==> src/rtl/mips_multicycle.sv <==
// Multi-cycle MIPS-I subset core with a shared request/ready memory port.
// Optional performance counters: define MIPS_MULTICYCLE_PERF_EN.
module mips_multicycle #(
    parameter int ADDR_WIDTH = 12,
    parameter int RESET_PC   = 0
) (
    input  logic                  clk,
    input  logic                  reset,
    output logic                  mem_req,
    output logic                  mem_we,
    output logic [ADDR_WIDTH-1:0] mem_addr,
    output logic [31:0]           mem_wdata,
    input  logic [31:0]           mem_rdata,
    input  logic                  mem_ready,
    output logic                  halted,
    output logic                  illegal,
    output logic [ADDR_WIDTH-1:0] pc
`ifdef MIPS_MULTICYCLE_PERF_EN
    ,
    output logic [31:0]           cycle_count,
    output logic [31:0]           retired_count
`endif
);

    localparam logic [ADDR_WIDTH-1:0] PC0 = ADDR_WIDTH'(RESET_PC);

    typedef enum logic [2:0] {
        FETCH, DECODE, EXECUTE, MEMORY, WRITEBACK, HALT
    } state_t;

    state_t      state;
    logic [31:0] ir;
    logic [31:0] a;
    logic [31:0] b;
    logic [31:0] imm;
    logic [31:0] alu_out;
    logic [31:0] mdr;
    logic [31:0] rf [32];

    logic [5:0]  op;
    logic [5:0]  funct;
    logic [4:0]  rs;
    logic [4:0]  rt;
    logic [4:0]  rd;
    logic [4:0]  shamt;

    assign op    = ir[31:26];
    assign rs    = ir[25:21];
    assign rt    = ir[20:16];
    assign rd    = ir[15:11];
    assign shamt = ir[10:6];
    assign funct = ir[5:0];

    logic is_r;
    logic is_addi;
    logic is_lw;
    logic is_sw;
    logic is_beq;
    logic is_j;
    logic is_brk;
    logic is_ok;

    always_comb begin
        is_r    = 1'b0;
        is_addi = 1'b0;
        is_lw   = 1'b0;
        is_sw   = 1'b0;
        is_beq  = 1'b0;
        is_j    = 1'b0;
        is_brk  = 1'b0;
        case (op)
            6'h00: begin
                case (funct)
                    6'h20, 6'h22, 6'h24,
                    6'h25, 6'h2A, 6'h00: is_r = 1'b1;
                    6'h0D:               is_brk = 1'b1;
                    default:             ;
                endcase
            end
            6'h08:   is_addi = 1'b1;
            6'h23:   is_lw   = 1'b1;
            6'h2B:   is_sw   = 1'b1;
            6'h04:   is_beq  = 1'b1;
            6'h02:   is_j    = 1'b1;
            default: ;
        endcase
    end

    assign is_ok = is_r | is_addi | is_lw | is_sw | is_beq | is_j;

    // One shared ALU; immediate add is the default for addi/lw/sw.
    logic [31:0] alu;
    always_comb begin
        alu = a + imm;
        if (is_r) begin
            case (funct)
                6'h20:   alu = a + b;
                6'h22:   alu = a - b;
                6'h24:   alu = a & b;
                6'h25:   alu = a | b;
                6'h2A:   alu = {31'd0, $signed(a) < $signed(b)};
                default: alu = b << shamt;
            endcase
        end
    end

    logic [4:0]  wb_dst;
    logic [31:0] wb_data;
    logic        retire;

    assign wb_dst  = is_r ? rd : rt;
    assign wb_data = is_lw ? mdr : alu_out;
    assign retire  = (state == WRITEBACK)
                  || (state == EXECUTE && (is_beq || is_j))
                  || (state == MEMORY && is_sw && mem_ready);

    assign mem_addr  = (state == MEMORY) ? alu_out[ADDR_WIDTH+1:2] : pc;
    assign mem_we    = (state == MEMORY) && is_sw;
    assign mem_wdata = b;

    always_ff @(posedge clk) begin
        if (!reset) begin
            state   <= FETCH;
            pc      <= PC0;
            ir      <= '0;
            a       <= '0;
            b       <= '0;
            imm     <= '0;
            alu_out <= '0;
            mdr     <= '0;
            mem_req <= 1'b0;
            halted  <= 1'b0;
            illegal <= 1'b0;
            for (int i = 0; i < 32; i++) rf[i] <= '0;
`ifdef MIPS_MULTICYCLE_PERF_EN
            cycle_count   <= '0;
            retired_count <= '0;
`endif
        end else begin
            case (state)
                FETCH: begin
                    // mem_req is low only in the first cycle out of reset
                    if (!mem_req) begin
                        mem_req <= 1'b1;
                    end else if (mem_ready) begin
                        ir      <= mem_rdata;
                        pc      <= pc + ADDR_WIDTH'(1);
                        mem_req <= 1'b0;
                        state   <= DECODE;
                    end
                end
                DECODE: begin
                    a   <= rf[rs];
                    b   <= rf[rt];
                    imm <= {{16{ir[15]}}, ir[15:0]};
                    if (is_ok) begin
                        state <= EXECUTE;
                    end else begin
                        state   <= HALT;
                        halted  <= 1'b1;
                        illegal <= !is_brk;
                    end
                end
                EXECUTE: begin
                    alu_out <= alu;
                    if (is_lw || is_sw) begin
                        state   <= MEMORY;
                        mem_req <= 1'b1;
                    end else if (is_beq || is_j) begin
                        state   <= FETCH;
                        mem_req <= 1'b1;
                        if (is_j)
                            pc <= ir[ADDR_WIDTH-1:0];
                        else if (a == b)
                            pc <= pc + imm[ADDR_WIDTH-1:0];
                    end else begin
                        state <= WRITEBACK;
                    end
                end
                MEMORY: begin
                    if (mem_ready) begin
                        mdr <= mem_rdata;
                        if (is_sw) begin
                            state <= FETCH;
                        end else begin
                            mem_req <= 1'b0;
                            state   <= WRITEBACK;
                        end
                    end
                end
                WRITEBACK: begin
                    if (wb_dst != 5'd0) rf[wb_dst] <= wb_data;
                    state   <= FETCH;
                    mem_req <= 1'b1;
                end
                HALT: mem_req <= 1'b0;
                default: begin
                    state   <= HALT;
                    mem_req <= 1'b0;
                    halted  <= 1'b1;
                    illegal <= 1'b1;
                end
            endcase
`ifdef MIPS_MULTICYCLE_PERF_EN
            if (!halted) cycle_count <= cycle_count + 32'd1;
            if (retire) retired_count <= retired_count + 32'd1;
`endif
        end
    end

`ifndef MIPS_MULTICYCLE_PERF_EN
    logic unused_retire;
    assign unused_retire = retire;
`endif

endmodule

==> config.mk <==
export PLATFORM = sky130hd
export DESIGN_NAME = mips_multicycle
export DESIGN_NICKNAME = d
export VERILOG_FILES = /design/src/rtl/mips_multicycle.sv
export SDC_FILE = /design/constraint.sdc
export NUM_CORES = 2
export LEC_CHECK = 0
export CAP_MARGIN = 0
export CORE_ASPECT_RATIO = 0.9
export CORE_MARGIN = 2
export CORE_UTILIZATION = 56
export CTS_CLUSTER_SIZE = 16
export DETAILED_ROUTE_END_ITERATION = 12
export PLACE_DENSITY = 0.72
export SETUP_SLACK_MARGIN = 0.5
export SKIP_CTS_REPAIR_TIMING = 1
export SLEW_MARGIN = 10
export SYNTH_ARGS = -nofsm -noshare
export SYNTH_HDL_FRONTEND = slang
export SYNTH_SLANG_ARGS = --single-unit
==> constraint.sdc <==
create_clock -name clk -period 6.5 [get_ports clk]
set_input_delay 0.975 -clock clk [delete_from_list [all_inputs] [get_ports clk]]
set_output_delay 0.975 -clock clk [all_outputs]
set_load 0.03 [all_outputs]
# Word level (Yosys, flattened, before mapping)
# Memories as Yosys holds them, arrays and structs flattened. A register that Yosys moved wholly into a read port is not among the register bits.
# Cells that the tools add are included.
[totals] in_bits=35 elab_cells=121 mem_count=1 reg_bits=130 ram_bits=1024 output_inout_bits=60
[mem_list] name="rf" words=32 word_bits=32 read_ports=2 rd_ports_with_merged_regs=2 wr=32 line="38" rtl="logic [31:0] rf [32];"
[op_classes] n_bitwise=10 add_sub_neg=5 reduce_logical=20 n_eq_ne=26 magnitude_cmp=1 n_mux=48 shift=1
[op_table] op="32-bit one-hot mux with 5 select lines" n=1
[op_table] op="32-bit two-way mux" n=3
[op_table] op="12-bit two-way mux" n=7
[op_table] op="32-bit adder" n=2
[op_table] op="6-bit equality test, second input constant" n=7
[op_table] op="32-bit AND" n=1
[op_table] op="32-bit equality test" n=1
[op_table] op="32-bit < comparator" n=1
[op_table] op="32-bit bitwise OR" n=1
[op_table] op="32-bit OR reduction" n=1
[op_table] op="32-bit by 5-bit << shifter with 32-bit output" n=1
[op_table] op="32-bit subtractor" n=1
[op_table] op="12-bit one-hot mux with 2 select lines" n=1
[op_table] op="1-bit two-way mux" n=23
[op_table] op="3-bit two-way mux" n=7
[op_table] op="3-bit one-hot mux with 6 select lines" n=1
[op_table] op="12-bit by 1-bit adder with 12-bit output, second input constant" n=1
[op_table] op="12-bit adder" n=1
[op_table] op="6-bit by 4-bit equality test with 1-bit output, second input constant" n=2
[op_table] op="6-bit logical NOT" n=2
[op_table] op="2-bit != test, second input constant" n=6
[op_table] op="5-bit two-way mux" n=2
[op_table] op="4-bit AND reduction" n=2
[op_table] op="3-bit by 2-bit equality test with 1-bit output, second input constant" n=2
[op_table] op="other kinds (22)" n=34

# Longest topological paths before layout
[depth] word_depth=12 mapped_depth=14 ltp_nobuf=13

# Least setup slack after synthesis
# Ideal clock, no wire load.
[synth_timing] path_type="register to register" from="reg ir[31]" to="mem rf[4][0] (enable)" arrival_time_ps=2983 synth_period_minus_slack_ps=3373 setup_time_ps=389 path_buffers=2 required_time_ps=6111 path_stages_with_launch=11 setup_slack_ps=3127 path_cell_list="dfxtp_1 -> nor3_2 -> nand2b_1 -> or4_1 -> nor2_2 -> buf_2 -> a21oi_1 -> nor3_2 -> nand2_1 -> clkbuf_1 -> nand2_1"
[synth_rtl] item="start: declaration" line="32" rtl="logic [31:0] ir;"
[synth_rtl] item="start signal: assignment" line="146" rtl="ir <= mem_rdata;"
[synth_rtl] item="end: declaration" line="38"

==> metrics <==
worst hold start=imm[14]; die area=about 120000 sq um; GRT overflow=0; number of global-route vias before repair=47700; Reg clk slew, reported paths=approximately 0.06 ns; most used routing layer=met2; FILL cells=roughly 9000; CTS tree=yes; Worst setup SP type=register; CTS H-tree lvls=4; setup TNS=0 ns; hold-critical path endpoint=imm[14]; Post-DP HPWL=between 100000 and 150000 um; Worst setup EP type=register; Max Cap Violations=0; most frequent cell after synthesis=nor2_1; met1 usage=46.9%; main flop type after synthesis=edfxtp_1; # IOs=95; worst r2r src=ir[31]; critical path data required time=roughly 6.9 ns; drt total wl=between 200000 and 250000 um; worst path arrival time=about 5.2 ns; final net count=around 5500; Vias/cell=approximately 7; PortBufs=between 90 and 100; R2R Path End=rf[28][19]; RSZ-0062 raised after global routing=no; Worst Tran Pin Value=around 1.3 ns; biggest area consumer among synthesized cells=edfxtp_1; layout cells sized above 1=20.1%; Async S/R FF share, synth=0%; Crit Path Max Fanout=33; min-delay worst type=register to register; DRT antenna net count=0; Synth Register Bits=between 1000 and 1500; Final Critical Period=between 4 and 5 ns; DR WL/cell=31.9 um; fmax=around 210 MHz; count of final setup violators=0; P_leak=about 24 nW; synthesis-to-finish area growth=10.1%; worst skew pair latency=just under 0.8 ns; antenna violations before repair=8; CP Class=register to register; Worst R2R Setup Slack=~1.6 ns; Post-Route Utilization=roughly three fifths; Fin. Hold Viols=0; Starting Density=between 50% and 60%; sequential area share after synthesis=51.1%; DR vias=48800; Commonest cells post-synth=nor2_1, edfxtp_1, mux4_2, nand2_1, clkbuf_1; placed cell area=approximately 70000 sq um; Critical path origin=ir[31]; post-synthesis cell type count=90; global-route wire length before repair=between 300000 and 400000 um; Area contributors post-synth=edfxtp_1, mux4_2, nor2_1; Post-Layout Inst Area=74600 sq um; Netlist Area Pre-Place=~68000 sq um; placement row count=between 100 and 150; mean post-synth cell area=between 10 and 15 sq um; Synth warnings=0; period utilisation layout=around three quarters; RePlAce Congestion=a little over 1; Max Root-Sink Buffers=3; clk sinks=approximately 1200; M3 GR Usage=around a tenth; Max-slew headroom=about 12%; Reg2Reg Depth=9; gr usage total=between 30% and 40%; Setup Skew=roughly 0.035 ns; PD cells=around 350 nW/um^2; chip height=approximately 330 um; Hold Path Stages=2; residual DRC count=0; largest net degree at the start of global routing=104; number of enable flip-flop cells after synthesis=1024; Iteration-0 DRC Markers=roughly 7000; Slew Limit Fails=0; Max VDD drop=about 0.00028 V; share of the synthesized area in the top cell type=between 40% and 50%; cts bufs inserted=130; grt met2 use=between 50% and 60%; die span in x=around 370 um; status=finished clean; CTS root buf=clkbuf_16; DRT Pass-1 Iters=6; Synth Instances=about 5400; core box area=approximately 120000 sq um
[through the flow]
stage          hold WS [ns]  cells  setup WS, ns  power (mW)
6_report              0.459   6983          1.63        25.8
5_1_grt               0.494   6982          1.53        26.6
4_1_cts               0.461   6982          1.48        25.6
2_1_floorplan         0.436   5446          3.13        15.2
3_3_place_gp          0.449   6751          1.55        18.1
3_5_place_dp          0.453   6751          1.56        18.2
[logic make-up (layout without fill, tap and decap cells)]
logic type,count (synthesis),after routing,synth area share (%)
AND/OR/NAND/NOR,1833,1833,10.9
multiplexers,790,790,23.7
adder cells (fa/ha/maj),158,158,2.96
XOR/XNOR,66,66,0.853
AO/OA/AOI/OAI,734,734,6.89
other,1,33,0.00554
flip-flops,1218,1218,51.1
buffers and inverters,615,552,3.57
[state kept, by name, indices dropped and copies added, names as in the netlist]
name and cells:
a 32, mem_req 1, imm 16, state 3, mem_wdata 32, mdr 32, halted 1, ir 32
pc 12, illegal 1, alu_out 32, rf 1024
[cell type report]
cell class | instances | area, sq um | share of cell area [%]
Clock inverter | 60 | 623 | 0.836
Inverter | 120 | 458 | 0.614
Tap cell | 1599 | 2000 | 2.68
Multi-Input combinational cell | 3613 | 31400 | 42.1
Clock buffer | 171 | 3560 | 4.78
Sequential cell | 1218 | 34700 | 46.5
Antenna cell | 1 | 2.50 | 0.00336
Timing Repair Buffer | 201 | 1850 | 2.48
[cell usage in the layout (no fill, tap or decap), types with 15 or more instances in the layout]
cell type / count
o221ai_1: 18
nor2_1: 1222
clkdlybuf4s50_1: 93
a211oi_1: 99
mux2i_1: 102
a21oi_1: 264
mux4_2: 651
a221oi_1: 15
nor3_1: 55
clkbuf_1: 31
conb_1: 32
o21ai_0: 135
a31oi_1: 24
ha_1: 154
o21bai_1: 22
o211ai_1: 18
buf_4: 98
mux2i_4: 32
clkinv_1: 22
nand2_2: 53
nand2b_1: 17
nand3_1: 37
xnor2_1: 52
a21o_1: 19
clkinv_2: 18
dfxtp_1: 181
nand2_1: 341
clkbuf_16: 135
inv_1: 115
edfxtp_1: 1024
nor2b_1: 16
[per-layer routing]
metal / vias up / routed length [um]
li1: 20100 / -
met1: 24400 / 76600
met2: 3594 / 103000
met3: 729 / 29300
met4: 10 / 13800
met5: - / 65
[where the power goes]
part	internal [mW]	switching (mW)	total, mW	leakage (nW)
Combinational	3.22	5.49	8.71	9.51
Sequential	8.91	0.728	9.64	12.1
Clock	4.27	3.18	7.46	2.05
Total	16.4	9.40	25.8	23.7
[worst max path at each step]
stage	to	depth (start not counted)
2_1_floorplan	rf[4][0]	10
3_3_place_gp	rf[28][3]	9
3_5_place_dp	rf[28][26]	9
4_1_cts	rf[28][19]	9
5_1_grt	rf[28][19]	9
6_report	rf[28][19]	9
[worst max-delay path, stage by stage, from the launching register on]
cell and delay (ns):
dfxtp_1 0.34, nor3_2 0.23, nand2b_1 0.12, or4_1 0.48, nor2_2 0.64, buf_4 0.40, nand2_1 0.10, o31ai_2 0.22
nand2_2 0.82, nand2_2 1.07
Power figures use the tool's default switching activity.
